[src/rtl/instr_fetch_ctrl.sv]
// instr_fetch_ctrl
//   Instruction-fetch sequencer for the 16-bit RISC core. It owns the fetch
//   PC (fpc) that addresses a combinational instruction memory. Each returned
//   instruction is captured with its PC into a small prefetch FIFO, and the
//   FIFO head is presented to decode. It also handles branch redirects
//   (flush plus refetch), end-of-ROM detection and misaligned-target faults.
//
// Ports
//   clk        in   clock; all state updates on the rising edge
//   rst_n      in   asynchronous active-low reset
//   imem_pc    out  fetch PC register, drives the instruction memory address
//   imem_instr in   combinational read data for imem_pc
//   br_valid   in   redirect request, one-cycle pulse
//   br_target  in   redirect byte address
//   out_valid  out  FIFO head holds an instruction
//   out_ready  in   decode accepts the head this cycle
//   out_instr  out  head instruction, 0 when empty
//   out_pc     out  PC of head instruction, 0 when empty
//   done       out  fetch PC has passed the last ROM word (END state)
//   fault      out  sticky; a misaligned redirect target was received
//   dbg_state  out  current FSM state (RUN=0, END=1, FAULT=2)
//
// Handshake: a head entry transfers to decode on every rising edge where
// out_valid and out_ready are both high. out_valid never depends
// combinationally on out_ready, and the head stays stable until it is taken.

module instr_fetch_ctrl #(
    parameter int                 PC_SIZE              = 16,
    parameter int                 INSTRUCTION_SIZE     = 16,
    parameter int                 INSTRUCTION_ROM_SIZE = 32,
    parameter int                 FIFO_DEPTH           = 2,
    parameter logic [PC_SIZE-1:0] RESET_PC             = '0
) (
    input  logic                        clk,
    input  logic                        rst_n,
    output logic [PC_SIZE-1:0]          imem_pc,
    input  logic [INSTRUCTION_SIZE-1:0] imem_instr,
    input  logic                        br_valid,
    input  logic [PC_SIZE-1:0]          br_target,
    output logic                        out_valid,
    input  logic                        out_ready,
    output logic [INSTRUCTION_SIZE-1:0] out_instr,
    output logic [PC_SIZE-1:0]          out_pc,
    output logic                        done,
    output logic                        fault,
    output logic [1:0]                  dbg_state
);

    localparam int PTR_W = (FIFO_DEPTH > 1) ? $clog2(FIFO_DEPTH) : 1;
    localparam int CNT_W = $clog2(FIFO_DEPTH + 1);

    // First byte address beyond the last ROM word.
    localparam logic [PC_SIZE-1:0] PC_LIMIT = PC_SIZE'(2 * INSTRUCTION_ROM_SIZE);
    localparam logic [CNT_W-1:0]   CNT_FULL = CNT_W'(FIFO_DEPTH);
    localparam logic [PC_SIZE-1:0] PC_STEP  = PC_SIZE'(2);

    typedef enum logic [1:0] {
        ST_RUN   = 2'd0,
        ST_END   = 2'd1,
        ST_FAULT = 2'd2
    } state_e;

    state_e                      state_q, state_d;
    logic [PC_SIZE-1:0]          fpc_q, fpc_d;
    logic [PTR_W-1:0]            rd_ptr_q, rd_ptr_d;
    logic [PTR_W-1:0]            wr_ptr_q, wr_ptr_d;
    logic [CNT_W-1:0]            count_q, count_d;

    logic [PC_SIZE-1:0]          pc_mem_q    [FIFO_DEPTH];
    logic [INSTRUCTION_SIZE-1:0] instr_mem_q [FIFO_DEPTH];

    logic                        pop;
    logic                        push;
    logic [PC_SIZE-1:0]          fpc_inc;

    assign out_valid = (count_q != '0);
    assign pop       = out_valid & out_ready;
    assign fpc_inc   = fpc_q + PC_STEP;

    // ------------------------------------------------------------------
    // Next-state and FIFO control
    // ------------------------------------------------------------------
    always_comb begin
        state_d  = state_q;
        fpc_d    = fpc_q;
        rd_ptr_d = rd_ptr_q;
        wr_ptr_d = wr_ptr_q;
        count_d  = count_q;
        push     = 1'b0;

        unique case (state_q)
            ST_RUN, ST_END: begin
                if (br_valid) begin
                    // Any redirect empties the FIFO. For an aligned target the
                    // head popped this cycle has already been consumed by decode;
                    // everything behind it is wrong-path and is dropped.
                    rd_ptr_d = '0;
                    wr_ptr_d = '0;
                    count_d  = '0;
                    if (br_target[0]) begin
                        state_d = ST_FAULT;
                    end else begin
                        fpc_d   = br_target;
                        state_d = ST_RUN;
                    end
                end else begin
                    if (pop) begin
                        rd_ptr_d = rd_ptr_q + 1'b1;
                    end
                    if (state_q == ST_RUN) begin
                        if (fpc_q >= PC_LIMIT) begin
                            // Reached only after a redirect to an out-of-range target.
                            state_d = ST_END;
                        end else if ((count_q != CNT_FULL) || pop) begin
                            push     = 1'b1;
                            wr_ptr_d = wr_ptr_q + 1'b1;
                            fpc_d    = fpc_inc;
                            if (fpc_inc >= PC_LIMIT) begin
                                state_d = ST_END;
                            end
                        end
                    end
                    if (push && !pop) begin
                        count_d = count_q + 1'b1;
                    end else if (!push && pop) begin
                        count_d = count_q - 1'b1;
                    end
                end
            end
            ST_FAULT: begin
                // Terminal until reset; FIFO is already empty.
            end
            default: begin
                state_d = ST_FAULT;
            end
        endcase
    end

    // ------------------------------------------------------------------
    // State registers
    // ------------------------------------------------------------------
    always_ff @(posedge clk or negedge rst_n) begin
        if (!rst_n) begin
            state_q  <= ST_RUN;
            fpc_q    <= RESET_PC;
            rd_ptr_q <= '0;
            wr_ptr_q <= '0;
            count_q  <= '0;
        end else begin
            state_q  <= state_d;
            fpc_q    <= fpc_d;
            rd_ptr_q <= rd_ptr_d;
            wr_ptr_q <= wr_ptr_d;
            count_q  <= count_d;
        end
    end

    // FIFO storage needs no reset: entries are only visible while counted.
    always_ff @(posedge clk) begin
        if (push) begin
            pc_mem_q[wr_ptr_q]    <= fpc_q;
            instr_mem_q[wr_ptr_q] <= imem_instr;
        end
    end

    // ------------------------------------------------------------------
    // Outputs
    // ------------------------------------------------------------------
    assign imem_pc   = fpc_q;
    assign out_instr = out_valid ? instr_mem_q[rd_ptr_q] : '0;
    assign out_pc    = out_valid ? pc_mem_q[rd_ptr_q] : '0;
    assign done      = (state_q == ST_END);
    assign fault     = (state_q == ST_FAULT);
    assign dbg_state = state_q;

endmodule

[config.mk]
export PLATFORM = sky130hd
export DESIGN_NAME = instr_fetch_ctrl
export DESIGN_NICKNAME = d
export VERILOG_FILES = /design/src/rtl/instr_fetch_ctrl.sv
export SDC_FILE = /design/constraint.sdc
export NUM_CORES = 1
export LEC_CHECK = 0
export CAP_MARGIN = 20
export CELL_PAD_IN_SITES_DETAIL_PLACEMENT = 1
export CELL_PAD_IN_SITES_GLOBAL_PLACEMENT = 1
export CORE_MARGIN = 5
export CORE_UTILIZATION = 42
export CTS_CLUSTER_SIZE = 16
export DETAILED_ROUTE_END_ITERATION = 8
export HOLD_SLACK_MARGIN = 0.1
export PLACE_DENSITY_LB_ADDON = 0.1
export SLEW_MARGIN = 0
export SYNTH_ARGS = -nofsm -noshare
export SYNTH_HDL_FRONTEND = slang
export SYNTH_SLANG_ARGS = --single-unit
[constraint.sdc]
create_clock -name clk -period 8.15 [get_ports clk]
set_clock_uncertainty 0.05 [all_clocks]
set_input_delay 1.63 -clock clk [delete_from_list [all_inputs] [get_ports clk]]
set_output_delay 1.63 -clock clk [all_outputs]
set_load 0.02 [all_outputs]
==> key figures, run 1 <==
STA
  – Final setup violation count: 0
  – Fin crit share: 0.499
  – Max Freq: 246 MHz
  – Worst-Margin Slew: 0.974 ns
  – Fin crit period: 4.07 ns
  – Final hold slack: 0.522 ns
  – PnR worst setup slack: 4.08 ns
  – Endpoints failing hold: 0
  – RSZ-0062 raised after global routing: false
  – Relative slew slack: 0.351
  – Setup TNS: 0 ns
  – Final Max Tran Viols: 0

Placement
  – Placer Congestion: 0.814
  – Port bufs: 86
  – DP HPWL: 5600 um
  – Placed Area: 4420 sq um
  – Pre-CTS setup slack: 3.75 ns

Drt
  – DRC Markers: 0
  – Routed vias/inst: 5.17
  – Initial DRC count: 91
  – Wire per inst: 17.9 um
  – Drt pass-1 iters: 4
  – Post-Route WL: 8070 um
  – DRT antenna net count: 0
  – Total number of vias: 2,339

Worst setup path
  – Critical Path End: out_pc[14]
  – CP Launch Point: rd_ptr_q$_DFFE_PN0P_
  – WP data arrival: 2.39 ns
  – FF-to-FF End: instr_mem_q[0][7]$_DFFE_PP_
  – Crit path required time: 6.47 ns
  – Maximum fanout along the worst path: 34
  – Critical path capture point type: output port
  – RR Startpoint: imem_pc[11]$_DFFE_PN0P_
  – Nature of the critical path startpoint: flip-flop
  – Worst reg2reg setup slack: 5.56 ns
  – Worst r2r path cells: 5
  – Critical path start-end classification: reg -> out

Finish
  – Area Growth Syn to Fin: 32.3%
  – Layout cells sized above 1: 0.0865
  – Fin area: 4600 sq um
  – ANT cells: 0
  – Fin nets: 379

Clocking
  – CTS tree: done
  – Clk_lat worst skew: 0.35 ns
  – Sink Count: 83
  – H-tree Lvls: 3
  – Root Buffer: clkbuf_8
  – CTS-repair resized insts: 0
  – Clk slew on worst S/H paths: 0.09 ns
  – Setup bufs post-CTS: 0
  – Hold-fix buffers, CTS: 0
  – Num CTS Buffers: 9
  – Clock buffer depth: 2

Power and ir drop
  – P_int: 618 uW
  – Sw power: 203 uW
  – Reg power frac: 0.590
  – Switching Share: 0.247
  – Total power: 821 uW
  – Worst ir drop on vdd: 0.0831 mV
  – Leakage: 1.86 nW
  – Comb power frac: 0.091
  – Clock power frac: 0.320
  – PD cells: 178 nW/um^2

Flow run
  – Max_cap viols: 0

Global route
  – Total track usage: 0.165
  – Vias in the first global route: 2,528
  – First-pass GRT wire length: 12,800 um
  – Number of antenna violations at the first check in global routing: 0
  – Largest net degree at the start of global routing: 35
  – GR Overflow Total: 0

Floorplanning
  – Site Rows: 33
  – Core area: 8130 sq um
  – Die X: 101 um
  – Initial Util: 0.427
  – Die height: 101 um
  – Die footprint: 10,200 sq um
  – Num ports: 89

Yosys
  – Total of warnings raised by yosys: 0
  – Post-synthesis area per instance: 13.5 sq um
  – Post-synthesis cell area: 3480 sq um
  – Post-Synthesis Cells: 258
  – Flops & latches, synth: 83
  – Top FF cell, synth: edfxtp_1
  – Async SR Flop Fraction: 0.253
  – Netlist cell types: 39
  – Post-synth EDFFs: 62
  – Seq/Total Area, Yosys: 0.687

Hold path
  – HP Class: reg -> reg

Status
  – Status: finished, final reports clean
==> critical path: stages, from the launching register on <==
cell and delay [ns]:
dfrtp_2 1.01, mux2i_1 0.25, nor2_1 0.14, clkdlybuf4s50_1 0.61
==> synthesized netlist by cell type, types with 2 or more instances <==
master    count  area, sq um
nand3_1       3         15.0
nand2_1      23         86.3
and3_1        2         12.5
mux2_2        2         22.5
xor2_1        2         17.5
edfxtp_1     62         1860
nor2b_1       2         12.5
a32oi_1       5         43.8
inv_1         2         7.51
dfrtp_1      21          526
clkbuf_1     13         48.8
nor4_1        3         18.8
a21oi_1       6         30.0
o21ai_0       8         40.0
a32o_1        2         20.0
o22ai_1       2         12.5
and3_2        4         30.0
mux2i_1      33          330
nor3_1        3         15.0
buf_4         2         15.0
nor2_1       40          150
==> placed cells by master, fill, tap and decap left out, types with 2 or more instances in the layout <==
cell             instances
nand3_1                  3
conb_1                   2
edfxtp_1                62
nor3_1                   3
nor2b_1                  2
o22ai_1                  2
and3_1                   2
and3_2                   4
a21oi_1                  6
a32oi_1                  5
buf_4                    2
clkdlybuf4s50_1         86
dfrtp_1                 20
o21ai_0                  8
clkinv_4                 2
nand2_1                 23
mux2i_1                 33
xor2_1                   2
inv_1                    2
nor2_1                  38
clkinvlp_4               3
clkbuf_8                 9
nor4_1                   3
mux2_2                   2
a32o_1                   2
==> sequential cells by signal, summed over array words and instances, names as in the netlist <==
name and cells:
wr_ptr_q 1, imem_pc 15, instr_mem_q 32, pc_mem_q 30, count_q 2, rd_ptr_q 1
dbg_state 2
==> metal layers <==
layer,global-route usage,up-vias,routed length (um)
li1,-,1110,-
met1,0.205,1170,3430
met2,0.285,51,4170
met3,0.0388,8,367
met4,0.0562,0,104
met5,0,-,0
==> power by group through the flow <==
stage / Combinational, mW / Clock, mW / Sequential, mW
4_1_cts: 0.0752 / 0.269 / 0.484
3_3_place_gp: 0.0728 / 0 / 0.492
5_1_grt: 0.0796 / 0.289 / 0.486
6_report: 0.0743 / 0.263 / 0.484
3_5_place_dp: 0.0746 / 0 / 0.493
2_1_floorplan: 0.0194 / 0 / 0.498
==> how the worst min path moves through the flow <==
stage                      startpoint                        to  slack, ns  depth (start not counted)
2_1_floorplan    wr_ptr_q$_DFFE_PN0P_      wr_ptr_q$_DFFE_PN0P_       0.46                          2
3_3_place_gp   imem_pc[7]$_DFFE_PN0P_  pc_mem_q[1][7]$_DFFE_PP_       0.49                          0
3_5_place_dp   imem_pc[7]$_DFFE_PN0P_  pc_mem_q[1][7]$_DFFE_PP_       0.50                          0
4_1_cts        imem_pc[7]$_DFFE_PN0P_  pc_mem_q[1][7]$_DFFE_PP_       0.52                          0
5_1_grt        imem_pc[7]$_DFFE_PN0P_  pc_mem_q[1][7]$_DFFE_PP_       0.53                          0
6_report       imem_pc[7]$_DFFE_PN0P_  pc_mem_q[0][7]$_DFFE_PP_       0.52                          0
==> kinds of logic after synthesis <==
family	after synthesis	share of synthesized area
AOI/OAI and AO/OA	30	0.0616
xor gates and xnor gates	3	0.00756
adders and majority gates	1	0.00360
buffers and inverters	18	0.0238
DFF	83	0.687
muxes	35	0.102
other	1	0.00108
and+or+nand+nor	87	0.114
==> metrics by stage <==
step,instances,utilization
finish,452,0.565
floorplan,259,-
global placement,436,0.544
detailed placement,436,0.544
CTS,452,0.565
global route,452,0.565
==> final cells by class <==
type,count,area [sq um]
repair buffers,88,876
flip-flops and latches,83,2390
fillers,823,3530
inverters,2,7.51
well taps,105,131
multi-input cells,158,1020
clock buffers,9,124
clock inverters,7,52.6
Power figures use the tool's default switching activity.
==> inputs of run 2 (changes only) <==
CORE_UTILIZATION = 39   (was 42)
clock period = 4.1 ns   (was 8.15 ns; I/O delays follow)
==> run 2 against run 1 <==
  * Die area is 6.9% higher
  * Combinational power is 100% higher
  * Via count up 0.17%
  * Design area grew 1.0%
  * Largest cell class unchanged
==> key figures, run 2 (same netlist as run 1, synthesis figures left out) <==
Clocking
  – CTS-repair resized insts: 0 (unchanged)
  – Clk slew on worst S/H paths: 0.08 ns (about the same)
  – CTS tree: done
  – Root Buffer: clkbuf_8
  – H-tree Lvls: 3 (unchanged)
  – Clock buffer depth: 2 (unchanged)
  – Sink Count: 83 (unchanged)
  – Num CTS Buffers: 9 (unchanged)
  – Hold-fix buffers, CTS: 0 (unchanged)
  – Clk_lat worst skew: 0.34 ns (about the same)
  – Setup bufs post-CTS: 0 (unchanged)

Power and ir drop
  – Comb power frac: 0.089 (-0.002)
  – Clock power frac: 0.342 (+0.022)
  – PD cells: 363 nW/um^2 (+100%)
  – Worst ir drop on vdd: 0.152 mV (+83%)
  – Switching Share: 0.234 (-0.0132)
  – Reg power frac: 0.569 (-0.021)
  – Leakage: 1.88 nW (+1.1%)
  – Sw power: 394 uW (+94%)
  – P_int: 1.29 mW (+110%)

Finish
  – Fin area: 4650 sq um (+1.0%)
  – Final core utilization: 0.533 (-0.0326)
  – Max FFs per register: 32 (unchanged)
  – ANT cells: 0 (unchanged)
  – Reg with most FFs: instr_mem_q
  – Most common cell after layout, fill and taps aside: clkdlybuf4s50_1
  – Area Growth Syn to Fin: 33.7%
  – Most frequent cells in the layout: 86 x clkdlybuf4s50_1, 62 x edfxtp_1, 38 x nor2_1, 33 x mux2i_1, 23 x nand2_1
  – Fin nets: 380 (+0.26%)
  – Layout cells sized above 1: 0.0862 (-0.000248)

Worst setup path
  – Crit-path cells: mux2i_1 -> nor2_1 -> clkdlybuf4s50_1
  – Maximum fanout along the worst path: 34 (unchanged)
  – Worst r2r path cells: 5 (unchanged)
  – Crit path required time: 3.23 ns (-3.24 ns)
  – Max incr delay on CP: 1.03 ns (+0.02 ns)
  – Slowest stage cell, crit path: dfrtp_2
  – FF-to-FF End: instr_mem_q[0][8]$_DFFE_PP_
  – Critical path capture point type: output port
  – RR Startpoint: imem_pc[11]$_DFFE_PN0P_
  – Worst reg2reg setup slack: 1.51 ns (-4.05 ns)
  – Critical path start-end classification: reg -> out
  – Nature of the critical path startpoint: flip-flop
  – WP data arrival: 2.39 ns (about the same)

Hold path
  – Hold EP: pc_mem_q[1][7]$_DFFE_PP_
  – HP Class: reg -> reg
  – Hold Path Origin: imem_pc[7]$_DFFE_PN0P_
  – Hold Path Stages: 0 (unchanged)

Floorplanning
  – Num ports: 89 (unchanged)
  – Die X: 104 um (+3.4%)
  – Die footprint: 10,900 sq um (+6.9%)
  – Site Rows: 34 (+3.0%)
  – Die height: 104 um (+3.4%)
  – Core area: 8720 sq um (+7.2%)
  – Initial Util: 0.399 (-0.0288)

STA
  – Worst-Margin Slew: 0.983 ns (+0.00929 ns)
  – Endpoints failing hold: 0 (unchanged)
  – RSZ-0062 raised after global routing: false
  – Relative slew slack: 0.344 (-0.00620)
  – Max Freq: 307 MHz
  – Fin crit period: 3.26 ns
  – Final setup violation count: 0 (unchanged)
  – Final Max Tran Viols: 0 (unchanged)
  – Setup TNS: 0 ns (unchanged)
  – Fin crit share: 0.794

Placement
  – Placed Area: 4430 sq um (about the same)
  – DP HPWL: 5430 um (-2.9%)
  – Placer Congestion: 0.732 (-10%)
  – Port bufs: 86 (unchanged)

Drt
  – M1 WL: 3490 um (+1.7%)
  – Wire per inst: 17.8 um (-0.43%)
  – Met3 WL post-DR: 429 um (+17%)
  – Initial DRC count: 78 (-14%)
  – Met2 wire length: 4040 um (-3.0%)
  – Post-Route WL: 8110 um (+0.45%)
  – Max layer used: met4
  – Total number of vias: 2,343 (+0.17%)
  – DRT antenna net count: 0 (unchanged)
  – Routed vias/inst: 5.14 (-0.71%)
  – Drt pass-1 iters: 4 (unchanged)
  – DRC Markers: 0 (unchanged)

Global route
  – Number of antenna violations at the first check in global routing: 0 (unchanged)
  – Vias in the first global route: 2,535 (+0.28%)
  – Total track usage: 0.151 (-0.0145)
  – First-pass GRT wire length: 13,200 um (+2.9%)
  – GR Overflow Total: 0 (unchanged)
  – Largest net degree at the start of global routing: 35 (unchanged)

Status
  – Status: finished, final reports clean

Flow run
  – Max_cap viols: 0 (unchanged)
-- run 2: metrics by stage --
stage / instances / total power [mW] / worst slack, ns / hold WS, ns
floorplan: 259 / 1.03 / 1.01 / 0.458
global placement: 439 / 1.12 / 0.981 / 0.479
detailed placement: 439 / 1.13 / 0.934 / 0.469
CTS: 455 / 1.70 / 0.782 / 0.493
global route: 456 / 1.75 / 0.688 / 0.508
finish: 456 / 1.69 / 0.844 / 0.491
-- run 2: area by class of cell --
type                            count  area (sq um)
Timing Repair Buffer               89           903
Clock inverter                      6          65.1
Tap cell                          108           135
Sequential cell                    83          2390
Clock buffer                       10           128
Fill cell                         885          4070
Inverter                            2          7.51
Multi-Input combinational cell    158          1020
-- run 2: worst max-delay path by stage --
stage,start,end,slack (ns),cells past startpoint
2_1_floorplan,imem_pc[11]$_DFFE_PN0P_,instr_mem_q[0][0]$_DFFE_PP_,1.01,6
3_3_place_gp,out_ready,instr_mem_q[0][3]$_DFFE_PP_,0.98,5
3_5_place_dp,out_ready,instr_mem_q[0][5]$_DFFE_PP_,0.93,5
4_1_cts,rd_ptr_q$_DFFE_PN0P_,out_pc[15],0.78,3
5_1_grt,rd_ptr_q$_DFFE_PN0P_,out_pc[15],0.69,3
6_report,rd_ptr_q$_DFFE_PN0P_,out_pc[15],0.84,3
-- run 2: per-layer routing --
metal | GRT usage | vias to the layer above
met3 | 0.0490 | 13
met2 | 0.252 | 64
li1 | - | 1112
met1 | 0.185 | 1154
met5 | 0 | -
met4 | 0.0481 | 0
-- run 2: worst max-delay path, delay by kind of cell, from the launching register on --
kind / cells / cell delay, ns
mux: 1 / 0.22
flops: 1 / 1.03
buf+inv: 1 / 0.62
simple gates: 1 / 0.17
-- run 2: power by group through the flow --
stage	Combinational, mW	Sequential [mW]	Clock, mW
after CTS	0.149	0.960	0.587
after detailed placement	0.148	0.979	0
after floorplan	0.0385	0.989	0
final	0.150	0.959	0.577
after global routing	0.162	0.963	0.627
after global placement	0.145	0.977	0
